--- src/rtl/intra_chroma_pkg.sv ---
`default_nettype none
// ============================================================================
// Package : intra_chroma_pkg
// Purpose : Shared definitions for the 8x8 chroma intra mode-decision path:
//           mode codes, the controller state type and the block sample count.
// Revision: 1.0 - initial release
// ============================================================================
package intra_chroma_pkg;

  // Chroma intra mode codes as consumed by the transform stage
  localparam logic [1:0] CMODE_DC = 2'd0;
  localparam logic [1:0] CMODE_H  = 2'd1;
  localparam logic [1:0] CMODE_V  = 2'd2;

  // Residual samples in one 8x8 chroma block
  localparam int unsigned CHROMA_SAMPLES = 64;

  // Mode-decision controller states
  typedef enum logic [2:0] {
    ST_IDLE = 3'd0,
    ST_LOAD = 3'd1,
    ST_ACC  = 3'd2,
    ST_CMP  = 3'd3,
    ST_DONE = 3'd4
  } cstate_e;

endpackage : intra_chroma_pkg
`default_nettype wire

--- src/rtl/sad_row_acc.sv ---
`default_nettype none
// ============================================================================
// Module  : sad_row_acc
// Purpose : Sums |r| over SPC two's-complement residual bytes and adds the
//           result into a saturating SAD accumulator.
// Ports   : clk      - clock, rising edge
//           reset    - asynchronous active-low reset
//           clear_i  - zero the accumulator (wins over en_i)
//           en_i     - add this cycle's row sum
//           samp_i   - SPC residual bytes
//           acc_o    - accumulated SAD, saturates at 2^ACC_W-1
// Revision: 1.0 - initial release
// ============================================================================
module sad_row_acc
  import intra_chroma_pkg::*;
#(
  parameter int ACC_W = 14,
  parameter int SPC   = 8
) (
  input  logic                 clk,
  input  logic                 reset,
  input  logic                 clear_i,
  input  logic                 en_i,
  input  logic [SPC-1:0][7:0]  samp_i,
  output logic [ACC_W-1:0]     acc_o
);

  // Row sum needs 8 + log2(SPC) bits; the add is done one bit wider than
  // the larger of that and the accumulator so saturation can be detected.
  localparam int SUM_W = 8 + $clog2(SPC) + 1;
  localparam int EXT_W = ((ACC_W > SUM_W) ? ACC_W : SUM_W) + 1;
  localparam logic [ACC_W-1:0] ACC_MAX = '1;

  logic [SPC-1:0][7:0] mag;
  logic [EXT_W-1:0]    row_sum;
  logic [EXT_W-1:0]    total;
  logic [ACC_W-1:0]    acc_d, acc_q;

  // 8-bit magnitude: 0x80 negates to itself, which reads as 128 unsigned
  always_comb begin
    mag     = '0;
    row_sum = '0;
    for (int k = 0; k < SPC; k++) begin
      mag[k]  = samp_i[k][7] ? (8'd0 - samp_i[k]) : samp_i[k];
      row_sum = row_sum + EXT_W'(mag[k]);
    end
  end

  assign total = EXT_W'(acc_q) + row_sum;

  always_comb begin
    acc_d = acc_q;
    if (clear_i) begin
      acc_d = '0;
    end else if (en_i) begin
      acc_d = (total > EXT_W'(ACC_MAX)) ? ACC_MAX : total[ACC_W-1:0];
    end
  end

  always_ff @(posedge clk or negedge reset) begin
    if (!reset) begin
      acc_q <= '0;
    end else begin
      acc_q <= acc_d;
    end
  end

  assign acc_o = acc_q;

endmodule : sad_row_acc
`default_nettype wire

--- src/rtl/chroma8x8_mode_ctrl.sv ---
`default_nettype none
// ============================================================================
// Module  : chroma8x8_mode_ctrl
// Purpose : Sequencer and mode decision for the 8x8 chroma intra residual
//           stage. Pulses res_en, accumulates V/H/DC SADs SPC samples per
//           cycle, then picks the cheapest available mode (ties -> lower code).
// Ports   : clk, reset (async active-low)
//           start, top_avail, left_avail   - request + neighbour availability
//           res_en                         - residual stage enable pulse
//           vres, hres, dcres              - 64 residual bytes, raster order
//           busy, done                     - status / result-valid pulse
//           best_mode, best_sad            - decision (0=DC, 1=H, 2=V)
//           sad_dc, sad_h, sad_v           - all three SADs, only when
//                                            CHROMA8X8_SAD_OUT_EN is defined
// Config  : CHROMA8X8_SAD_OUT_EN
// Revision: 1.0 - initial release
// ============================================================================
module chroma8x8_mode_ctrl
  import intra_chroma_pkg::*;
#(
  parameter int ACC_W = 14,
  parameter int SPC   = 8
) (
  input  logic               clk,
  input  logic               reset,
  input  logic               start,
  input  logic               top_avail,
  input  logic               left_avail,
  output logic               res_en,
  input  logic [63:0][7:0]   vres,
  input  logic [63:0][7:0]   hres,
  input  logic [63:0][7:0]   dcres,
  output logic               busy,
  output logic               done,
  output logic [1:0]         best_mode,
  output logic [ACC_W-1:0]   best_sad
`ifdef CHROMA8X8_SAD_OUT_EN
  ,
  output logic [ACC_W-1:0]   sad_dc,
  output logic [ACC_W-1:0]   sad_h,
  output logic [ACC_W-1:0]   sad_v
`endif
);

  localparam logic [5:0] IDX_STEP = 6'(SPC);
  localparam logic [5:0] IDX_LAST = 6'(CHROMA_SAMPLES - SPC);

  cstate_e           state_q, state_d;
  logic [5:0]        idx_q, idx_d;
  logic              top_q, top_d;
  logic              left_q, left_d;
  logic [1:0]        best_mode_q, best_mode_d;
  logic [ACC_W-1:0]  best_sad_q, best_sad_d;

  logic              acc_clear, acc_en;
  logic [ACC_W-1:0]  acc_v, acc_h, acc_dc;
  logic [1:0]        cand_mode;
  logic [ACC_W-1:0]  cand_sad;

  logic [SPC-1:0][7:0] v_slice, h_slice, dc_slice;

  // Current window of SPC samples starting at idx_q
  always_comb begin
    v_slice  = '0;
    h_slice  = '0;
    dc_slice = '0;
    for (int k = 0; k < SPC; k++) begin
      v_slice[k]  = vres[idx_q + 6'(k)];
      h_slice[k]  = hres[idx_q + 6'(k)];
      dc_slice[k] = dcres[idx_q + 6'(k)];
    end
  end

  sad_row_acc #(.ACC_W(ACC_W), .SPC(SPC)) u_acc_v (
    .clk(clk), .reset(reset), .clear_i(acc_clear), .en_i(acc_en),
    .samp_i(v_slice), .acc_o(acc_v)
  );

  sad_row_acc #(.ACC_W(ACC_W), .SPC(SPC)) u_acc_h (
    .clk(clk), .reset(reset), .clear_i(acc_clear), .en_i(acc_en),
    .samp_i(h_slice), .acc_o(acc_h)
  );

  sad_row_acc #(.ACC_W(ACC_W), .SPC(SPC)) u_acc_dc (
    .clk(clk), .reset(reset), .clear_i(acc_clear), .en_i(acc_en),
    .samp_i(dc_slice), .acc_o(acc_dc)
  );

  // DC is the baseline; H then V replace it only on a strictly lower SAD
  always_comb begin
    cand_mode = CMODE_DC;
    cand_sad  = acc_dc;
    if (left_q && (acc_h < cand_sad)) begin
      cand_mode = CMODE_H;
      cand_sad  = acc_h;
    end
    if (top_q && (acc_v < cand_sad)) begin
      cand_mode = CMODE_V;
      cand_sad  = acc_v;
    end
  end

  always_comb begin
    state_d     = state_q;
    idx_d       = idx_q;
    top_d       = top_q;
    left_d      = left_q;
    best_mode_d = best_mode_q;
    best_sad_d  = best_sad_q;
    acc_clear   = 1'b0;
    acc_en      = 1'b0;
    case (state_q)
      ST_IDLE: begin
        if (start) begin
          state_d   = ST_LOAD;
          top_d     = top_avail;
          left_d    = left_avail;
          acc_clear = 1'b1;
        end
      end
      ST_LOAD: begin
        state_d = ST_ACC;
        idx_d   = '0;
      end
      ST_ACC: begin
        acc_en = 1'b1;
        idx_d  = idx_q + IDX_STEP;
        if (idx_q == IDX_LAST) begin
          state_d = ST_CMP;
        end
      end
      ST_CMP: begin
        best_mode_d = cand_mode;
        best_sad_d  = cand_sad;
        state_d     = ST_DONE;
      end
      ST_DONE: begin
        state_d = ST_IDLE;
      end
      default: begin
        state_d = ST_IDLE;
      end
    endcase
  end

  always_ff @(posedge clk or negedge reset) begin
    if (!reset) begin
      state_q     <= ST_IDLE;
      idx_q       <= '0;
      top_q       <= 1'b0;
      left_q      <= 1'b0;
      best_mode_q <= CMODE_DC;
      best_sad_q  <= '0;
    end else begin
      state_q     <= state_d;
      idx_q       <= idx_d;
      top_q       <= top_d;
      left_q      <= left_d;
      best_mode_q <= best_mode_d;
      best_sad_q  <= best_sad_d;
    end
  end

`ifdef CHROMA8X8_SAD_OUT_EN
  logic [ACC_W-1:0] sad_dc_q, sad_h_q, sad_v_q;

  // Captured together with best_sad; unavailable modes are still reported
  always_ff @(posedge clk or negedge reset) begin
    if (!reset) begin
      sad_dc_q <= '0;
      sad_h_q  <= '0;
      sad_v_q  <= '0;
    end else if (state_q == ST_CMP) begin
      sad_dc_q <= acc_dc;
      sad_h_q  <= acc_h;
      sad_v_q  <= acc_v;
    end
  end

  assign sad_dc = sad_dc_q;
  assign sad_h  = sad_h_q;
  assign sad_v  = sad_v_q;
`endif

  // Decoded straight from the state register so reset clears them at once
  assign res_en    = (state_q == ST_LOAD);
  assign busy      = (state_q == ST_LOAD) || (state_q == ST_ACC) || (state_q == ST_CMP);
  assign done      = (state_q == ST_DONE);
  assign best_mode = best_mode_q;
  assign best_sad  = best_sad_q;

endmodule : chroma8x8_mode_ctrl
`default_nettype wire

--- config.mk ---
export PLATFORM = sky130hd
export DESIGN_NAME = chroma8x8_mode_ctrl
export DESIGN_NICKNAME = d
export VERILOG_FILES = /design/src/rtl/intra_chroma_pkg.sv /design/src/rtl/sad_row_acc.sv /design/src/rtl/chroma8x8_mode_ctrl.sv
export SDC_FILE = /design/constraint.sdc
export NUM_CORES = 1
export LEC_CHECK = 0
export CAP_MARGIN = 20
export CORE_AREA = 2 2 609 611
export DETAILED_ROUTE_END_ITERATION = 7
export DIE_AREA = 0 0 611 613
export RECOVER_POWER = 50
export SLEW_MARGIN = 20
export SYNTH_ARGS = -nofsm -noshare
export SYNTH_HDL_FRONTEND = slang
export SYNTH_SLANG_ARGS = --single-unit
--- constraint.sdc ---
create_clock -name clk -period 8.7 [get_ports clk]
set_input_delay 1.74 -clock clk [delete_from_list [all_inputs] [get_ports clk]]
set_output_delay 1.74 -clock clk [all_outputs]
set_load 0.005 [all_outputs]
# Word-level counts from Yosys, hierarchy flattened
# Index checks and enable logic that the tools add are counted.
# classes
n_reduce_logical	9
eq_ne	7
order_cmp	13
muxes	92
addsub	56
# op_table
cell	n
binary-select mux 8 bit (select 6 bit)	24
two-way mux 8 bit	48
adder 15 x 8 -> 15 bit	18
subtractor 1 x 8 -> 8 bit, first input constant	24
two-way mux 14 bit	11
less-than comparator 6 x 7 -> 1 bit, second input constant	8
adder 14 x 15 -> 15 bit	3
greater-than comparator 15 x 14 -> 1 bit, second input constant	3
less-than comparator 14 bit	2
adder 8 x 8 -> 9 bit	3
adder 6 x 3 -> 6 bit, second input constant	4
adder 6 x 2 -> 6 bit, second input constant	2
case mux 3 bit (4 select lines)	1
case mux 6 bit (2 select lines)	1
adder 6 x 1 -> 6 bit, second input constant	1
adder 6 x 4 -> 6 bit, second input constant	1
== test 3 x 2 -> 1 bit, second input constant	2
== test 6 bit, second input constant	1
two-way mux 3 bit	2
two-way mux 1 bit	4
!= test 2 bit, second input constant	2
AND reduction 2 bit	2
nonzero test 2 bit	2
== test 3 x 1 -> 1 bit, second input constant	1
other kinds (5)	7
# word_totals
ff_bits	69
in_bits	1541

# Logic depth before layout (Yosys ltp)
# Gate-level depths: netlist of run 1.
# depth
ltp_word	17
depth_mapped	32
ltp_nobuf	27

# Modules after synthesis
# From an unflattened synthesis of run 1, not the netlist that was laid out.
# unflattened
cells_unflattened	2113
area_unflattened_um2	24110.6
# modules_own_cells
module	instances	area_each_um2	cells_each	seq_area_each_um2
chroma8x8_mode_ctrl	1	13259.0	894	600.6
sad_row_acc at u_acc_dc ...	2	3639.7	408	350.3
sad_row_acc at u_acc_v	1	3572.2	403	350.3

# Least setup slack after synthesis of run 1
# No wires, ideal clock.
# synth_timing
path_kind	input -> register
from	in dcres[456] (netlist bit)
to	reg u_acc_dc.acc_q[12] (netlist: u_acc_dc.acc_o[12])
required_ns	8.559
setup_slack_ns	0.805
setup_time_ns	0.141
arrival_ns	7.754
path_buffers	1
stages	26
path_cell_list	mux4_2 -> mux2_2 -> inv_1 -> ha_1 -> nor2_1 -> a21oi_1 -> fa_1 -> xnor2_1 -> fa_1 -> inv_1 -> fa_1 -> inv_1 -> fa_1 -> fa_1 -> inv_1 -> ha_1 -> fa_1 -> a21o_1 -> a21oi_1 -> o21bai_1 -> a2111o_1 -> a41oi_2 -> nor2_1 -> a21oi_2 -> buf_2 -> a31oi_1
# synth_between
elab_chain_cells	16
elab_cells_between_ends	44
# synth_lines
element	line	rtl
from (decl)	chroma8x8_mode_ctrl.sv:32	input logic [63:0][7:0] dcres,
binary-select mux 8 bit (select 6 bit)	chroma8x8_mode_ctrl.sv:70	dc_slice[k] = dcres[idx_q + 6'(k)];
two-way mux 8 bit (not written as such)	chroma8x8_mode_ctrl.sv:70	
subtractor 1 x 8 -> 8 bit	sad_row_acc.sv:44	mag[k] = samp_i[k][7] ? (8'd0 - samp_i[k]) : samp_i[k];
two-way mux 8 bit	sad_row_acc.sv:44	
adder 8 x 8 -> 9 bit	sad_row_acc.sv:45	row_sum = row_sum + EXT_W'(mag[k]);
adder 15 x 8 -> 15 bit (5 in a row)	sad_row_acc.sv:45	
adder 15 x 8 -> 15 bit (*)	sad_row_acc.sv:45	
adder 14 x 15 -> 15 bit (*)	sad_row_acc.sv:49	assign total = EXT_W'(acc_q) + row_sum;
greater-than comparator 15 x 14 -> 1 bit	sad_row_acc.sv:56	acc_d = (total > EXT_W'(ACC_MAX)) ? ACC_MAX : total[ACC_W-1:0];
two-way mux 14 bit (*)	sad_row_acc.sv:56	
two-way mux 14 bit (*)	sad_row_acc.sv:55	end else if (en_i) begin
two-way mux 14 bit (*)	sad_row_acc.sv:53	if (clear_i) begin
to (signal assigned)	sad_row_acc.sv:62	acc_q <= '0;
to (signal assigned)	sad_row_acc.sv:64	acc_q <= acc_d;
to (decl)	sad_row_acc.sv:37	logic [ACC_W-1:0] acc_d, acc_q;
# Every way passes the cells marked *; elsewhere a longest branch is shown, timed or not. The select of a mux whose other input is x is not followed.
# A chain may end at the register's enable or synchronous reset.

# Worst setup path after layout of run 1
# layout_timing
from	in hres[256] (netlist bit)
to	reg u_acc_h.acc_q[9] (netlist: u_acc_h.acc_o[9])
# layout_between
elab_chain_cells	16
elab_cells_between_ends	44
# layout_lines
element	line	rtl
from (decl)	chroma8x8_mode_ctrl.sv:31	input logic [63:0][7:0] hres,
binary-select mux 8 bit (select 6 bit)	chroma8x8_mode_ctrl.sv:69	h_slice[k] = hres[idx_q + 6'(k)];
two-way mux 8 bit (not written as such)	chroma8x8_mode_ctrl.sv:69	
subtractor 1 x 8 -> 8 bit	sad_row_acc.sv:44	
two-way mux 8 bit	sad_row_acc.sv:44	
adder 8 x 8 -> 9 bit	sad_row_acc.sv:45	
adder 15 x 8 -> 15 bit (5 in a row)	sad_row_acc.sv:45	
adder 15 x 8 -> 15 bit (*)	sad_row_acc.sv:45	
adder 14 x 15 -> 15 bit (*)	sad_row_acc.sv:49	
greater-than comparator 15 x 14 -> 1 bit	sad_row_acc.sv:56	
two-way mux 14 bit (*)	sad_row_acc.sv:56	
two-way mux 14 bit (*)	sad_row_acc.sv:55	
two-way mux 14 bit (*)	sad_row_acc.sv:53	
to (signal assigned)	sad_row_acc.sv:62	
to (signal assigned)	sad_row_acc.sv:64	
to (decl)	sad_row_acc.sv:37	
# Marked as above.

==> impl_metrics.toml, run 1 <==
[run_status]
status = "finished, violations left"
violations = "max-capacitance violations, max-slew violations"

[route]
wl_per_cell_um = 34.2
via_per_inst = 3.15
ant_nets = 0
first_pass_iters = 5
drc = 0
vias = 27600
drtIter0Drc = 2287
drt_wl_total_um = 300000

[clocking]
cts_root_buf = "clkbuf_16"
cts-htree-levels = 3
path_clk_slew_ns = 0.06
clk_latency_ns = 0.35
post_cts_buffers = 0
clock_path_buffers = 2
cts.sinks = 66
cts_buffers = 9
cts_tree = "yes"

[finish]
post_route_cells_drive_above_1_share_pct = 19.3
syn_to_final_growth_pct = 99.9
final_cell_count_no_fill = 8770
fill_cells = 41800
multi_input_area_sq_um = 20400
fin_nets = 5552
regArea_sq_um = 1660
design_area_sq_um = 47300

[critical_path]
worstPathArrival_ns = 8.60
cp.required_ns = 8.90
critPathKind = "input pin to flop"
r2r_cells = 29
startpoint_type = "input pin"
end_kind = "flop"
cp_max_fo = 13

[yosys]
synth_compound_area_share_pct = 8.58
syn_area_per_cell_sq_um = 11.5
synth_enable_flop_cells = 0
ys_top_cells_by_area = "mux4_2 (37%), fa_1 (12%), ha_1 (7.5%)"
ys_ff_latch = 66
synth_fa_ha_area_share_pct = 19.6
synth_cell_types = 62
synth_top_area_share_pct = 36.5
synth_most_common_cell = "mux4_2"
synthFlopType = "dfrtp_1"
yosys-mux-area-fraction_pct = 45.7
synth-async-reset-ratio_pct = 100
synth_top_family_by_area = "multiplexers"
seq_area_frac_synth_pct = 6.97
synth-simple-area-share_pct = 5.91
yosys_warnings = 0
synth_area_sq_um = 23700
mappedNetlistNets = 3889
synthCells = 2063
yosys.area_share.xor_xnor_pct = 6.10
synth_top_cell_by_area = "mux4_2"
synthTopCellsByCount = "mux4_2 (384), inv_1 (210), mux2i_1 (164), fa_1 (144), ha_1 (141)"

[timing]
clock.fmax_ghz = 0.119
relSlewSlack_pct = -161
finalCriticalPeriod_ns = 8.40
setup_viol = 0
finalMaxSlewViolations = 67
rsz0062_at_grt = "no"
tns_ns = 0
hold_viol = 0
skew_ns = 0.00754
layout_worst_path_cycle_share_pct = 96.6
tightest_slew_ns = 3.92

[hold_path]
hp-class = "flop to flop"
holdPathStages = 2

[die]
core-area_sq_um = 368000
die_area_sq_um = 375000
rows = 223
die_height_um = 613
io-pin-count = 1560
die-width_um = 611
start_util_pct = 6.44

[place]
placedInstanceArea_sq_um = 46600
finalWeightedCongestion = 0.951
place_hpwl_um = 284000
io_buffer_count = 1559
dp.cells = 8552

[grt]
grt_pass1_wl_um = 356000
antenna_found_initial = 316
first_global_vias = 27200
grt_usage_pct = 15.4
grt_overflow = 0
grt_max_degree = 74

[flow_run]
cap_violations = 1
[cell usage in the layout (no fill, tap or decap), types with 4 or more instances in the layout]
master / n
diode_2: 202
and2_1: 7
buf_12: 23
xor2_1: 80
nand2_1: 46
nand2b_1: 4
dfrtp_1: 63
nand4b_1: 12
clkdlybuf4s50_1: 1554
o21a_1: 11
and3_1: 38
o31ai_1: 14
mux2_2: 23
nor2_1: 124
a21oi_1: 124
nand3_1: 16
mux2i_1: 139
ha_1: 141
o21ai_0: 34
nor2b_1: 4
clkbuf_16: 9
mux4_2: 384
o21bai_1: 15
inv_1: 210
mux2i_2: 43
buf_4: 204
xnor2_1: 85
o31a_1: 6
a21oi_2: 4
a31oi_1: 72
a21o_1: 19
fa_1: 144
nor3_1: 9
a22o_1: 7
[per-layer routing]
metal  GRT usage, %  routed length, um  part of all wire [%]
met5          0.297               1180                  0.39
met4           5.25              13500                   4.5
met3           6.59              29800                   9.9
met2           26.4             144000                    48
met1           17.0             112000                    37
[path summary, 6_finish.rpt]
check	start	endpoint	slack (ns)
hold reg to reg	best_mode[1]$_DFFE_PN0P_	best_mode[1]$_DFFE_PN0P_	0.47
max in group asynchronous	reset	idx_q[3]$_DFFE_PN0P_	3.11
hold / removal	best_mode[1]$_DFFE_PN0P_	best_mode[1]$_DFFE_PN0P_	0.47
setup reg to reg	idx_q[3]$_DFFE_PN0P_	u_acc_dc.acc_o[13]$_DFFE_PN0P_	0.93
min in group asynchronous	reset	state_q[0]$_DFFE_PN0P_	2.86
setup / recovery	hres[256]	u_acc_h.acc_o[9]$_DFFE_PN0P_	0.30
[sequential cells by signal (all words and copies together), names as in the netlist]
register	flops
best_sad	14
u_acc_dc.acc_o	14
u_acc_h.acc_o	14
u_acc_v.acc_o	14
idx_q	3
state_q	3
best_mode	2
left_q	1
top_q	1
[per-stage QoR]
step	worst slack [ns]	hold slack, ns	util, %
after floorplan	0.805	0.473	-
after global placement	-0.102	0.463	12.7
after detailed placement	-0.0889	0.470	12.7
after CTS	0.288	0.483	12.7
after global routing	0.00968	0.499	12.8
final	0.298	0.473	12.9
[layout make-up]
class                      instances  area share, %
multi-input combinational       1648           43.2
tap                             4837           12.8
clock inverter                     5         0.0687
sequential                        66           3.51
clock buffer                      11          0.492
inverter                         214           1.70
timing repair buffer            1787           37.2
antenna                          202           1.07
[logic make-up after synthesis]
family / count (synthesis)
XOR/XNOR: 165
AO/OA/AOI/OAI: 326
AND/OR/NAND/NOR: 282
buffers and inverters: 349
flip-flops: 66
multiplexers: 590
adder cells (fa/ha/maj): 285
[timing repair]
item                       in CTS  in global routing
resized for setup               0                  6
setup endpoints to repair       0                 36
hold endpoints to repair        0                  0
hold buffers                    0                  0
[critical path, stage by stage]
cell	delay (ns)
clkdlybuf4s50_1	0.50
mux4_2	0.63
mux2i_1	0.20
buf_4	0.18
ha_1	0.23
o21ai_1	0.18
inv_1	0.06
ha_1	0.27
a21o_1	0.18
a21oi_1	0.21
o21ai_0	0.15
a21oi_2	0.19
o21bai_1	0.09
a21oi_1	0.17
xnor2_1	0.16
fa_1	0.43
inv_1	0.08
fa_1	0.42
fa_1	0.49
inv_1	0.06
fa_1	0.43
ha_1	0.32
a2111oi_2	0.45
o31ai_1	0.16
a31oi_2	0.22
buf_4	0.23
a31oi_1	0.10
Power of run 1 is not shown: default switching activity piles up to over one toggle a cycle in this logic, so the estimate is an artifact.
==> run 2, diff against run 1 <==
--- a/config.mk
+++ b/config.mk
@@ -10,6 +10,7 @@
 export DETAILED_ROUTE_END_ITERATION = 7
 export DIE_AREA = 0 0 611 613
 export RECOVER_POWER = 50
+export REMOVE_ABC_BUFFERS = 1
 export SLEW_MARGIN = 20
 export SYNTH_ARGS = -nofsm -noshare
 export SYNTH_HDL_FRONTEND = slang
==> run 2 against run 1 <==
  * Via count rose by 0.96%
  * Final area down 1.3%
  * Setup slack worse by 0.0083 ns
  * Non-clock buffer count fell by 38
  * Largest cell class unchanged
  * Final cell count shrank 1.7%
  * The flow still finishes with violations (max-capacitance violations, max-slew violations)
  * Flip-flop and latch count is the same
  * Routed wire length is 3.7% higher
==> impl_metrics.toml, run 2 (same netlist as run 1, synthesis figures left out) <==
[hold_path]
hp-class = "flop to flop"
hp-start = "best_mode[0]$_DFFE_PN0P_"
min_to = "best_mode[0]$_DFFE_PN0P_"
holdPathStages = 2

[clocking]
cts.sinks = 66
cts_buffers = 9
cts_tree = "yes"
clock_path_buffers = 2
cts_hold_buf = 0
path_clk_slew_ns = 0.07
cts-htree-levels = 3
cts_root_buf = "clkbuf_16"
clk_latency_ns = 0.38

[route]
via_per_inst = 3.23
wl_per_cell_um = 36.1
first_pass_iters = 7
drtIter0Drc = 1944
drt_wl_total_um = 311000
ant_nets = 0
vias = 27900
drc = 0

[die]
rows = 223
io-pin-count = 1560
start_util_pct = 6.44
die_height_um = 613
core-area_sq_um = 368000
die_area_sq_um = 375000
die-width_um = 611

[finish]
fin_nets = 5514
layout_commonest_cell = "clkdlybuf4s50_1"
regArea_sq_um = 1660
fill_cells = 41800
final_cell_mix = "clkdlybuf4s50_1 (1,552), mux4_2 (384), inv_1 (210)"
post_route_cells_drive_above_1_share_pct = 17.8
syn_to_final_growth_pct = 97.3
design_area_sq_um = 46700
multi_input_area_sq_um = 20400

[timing]
layout_worst_path_cycle_share_pct = 96.7
layout_setup_ws_ns = 0.290
setup_viol = 0
hold_viol = 0
clock.fmax_ghz = 0.119
tightest_slew_ns = 3.60
whs_ns = 0.483
relSlewSlack_pct = -140
finalCriticalPeriod_ns = 8.41
skew_ns = 0.0150
finalMaxSlewViolations = 99
tns_ns = 0

[grt]
first_global_vias = 27300
grt_pass1_wl_um = 368000
grt_overflow = 0
grt_usage_pct = 16.0
grt_max_degree = 54
antenna_found_initial = 405

[critical_path]
startpoint_type = "input pin"
critPathKind = "input pin to flop"
cp.required_ns = 8.92
reg2reg_from = "idx_q[3]$_DFFE_PN0P_"
worstPathArrival_ns = 8.63
end_kind = "flop"
r2r_cells = 24
reg2reg_slack_ns = 0.91
r2r_end = "u_acc_h.acc_o[6]$_DFFE_PN0P_"
cp_max_fo = 13

[run_status]
status = "finished, violations left"
violations = "max-capacitance violations, max-slew violations"

[place]
finalWeightedCongestion = 0.971
place_hpwl_um = 294000
io_buffer_count = 1559
place_worst_setup_slack_ns = -0.659
placedInstanceArea_sq_um = 46100

[flow_run]
cap_violations = 2
run 2: cell count changes in the layout (fill, tap and decap cells not counted), moves of 3 or more:
cell | previous run | this run
diode_2 | 202 | 95
buf_12 | 23 | 19
clkinv_2 | 3 | 0
mux2i_2 | 43 | 19
mux2i_1 | 139 | 163
inv_6 | 0 | 4
buf_4 | 204 | 169
run 2: metal layers:
metal / GRT usage, % / share of wire (%)
met3: 6.72 / 10
met5: 0 / 0.55
met1: 17.0 / 35
met4: 4.96 / 4.3
met2: 28.6 / 50
run 2: timing repair:
item,CTS,global route
pin swaps,0,2
setup endpoints to repair,14,25
buffers inserted,0,0
gates resized for setup,1,11
cloned,0,0
run 2: stage by stage:
step           instances  utilization (%)
3_3_place_gp        8514             12.5
3_5_place_dp        8514             12.5
2_1_floorplan       1928                -
6_report            8625             12.7
5_1_grt             8571             12.7
4_1_cts             8530             12.6
run 2: worst max-delay path, stage by stage:
cell and delay [ns]:
clkdlybuf4s50_1 0.45, mux4_2 0.61, mux2_2 0.33, inv_2 0.08, ha_1 0.13, nor2_1 0.06
a21oi_2 0.19, inv_1 0.09, fa_1 0.45, xor2_2 0.21, fa_1 0.49, inv_1 0.06
fa_1 0.48, inv_1 0.05, fa_1 0.45, fa_1 0.49, inv_1 0.04, ha_1 0.21
fa_1 0.45, a21o_1 0.17, a21oi_1 0.20, o21bai_1 0.14, a2111oi_4 0.34, o31ai_1 0.16
a31oi_2 0.22, buf_4 0.22, a31oi_1 0.11
run 2: final cells by class:
class,count,area share (%)
timing repair buffer,1749,36.9
multi-input combinational,1648,43.6
clock buffer,9,0.482
tap,4837,13.0
inverter,214,1.72
clock inverter,7,0.174
sequential,66,3.56
antenna,95,0.509
run 2: worst max-delay path by stage:
stage | endpoint | start | cells after the start | slack [ns]
2_1_floorplan | u_acc_h.acc_o[13]$_DFFE_PN0P_ | idx_q[3]$_DFFE_PN0P_ | 23 | -12.88
3_3_place_gp | u_acc_h.acc_o[12]$_DFFE_PN0P_ | hres[264] | 28 | -0.64
3_5_place_dp | u_acc_h.acc_o[6]$_DFFE_PN0P_ | hres[264] | 28 | -0.66
4_1_cts | u_acc_h.acc_o[6]$_DFFE_PN0P_ | hres[264] | 28 | 0.08
5_1_grt | u_acc_h.acc_o[12]$_DFFE_PN0P_ | hres[328] | 27 | -0.05
6_report | u_acc_h.acc_o[6]$_DFFE_PN0P_ | hres[329] | 27 | 0.29
Power of run 2 is left out for the same reason.
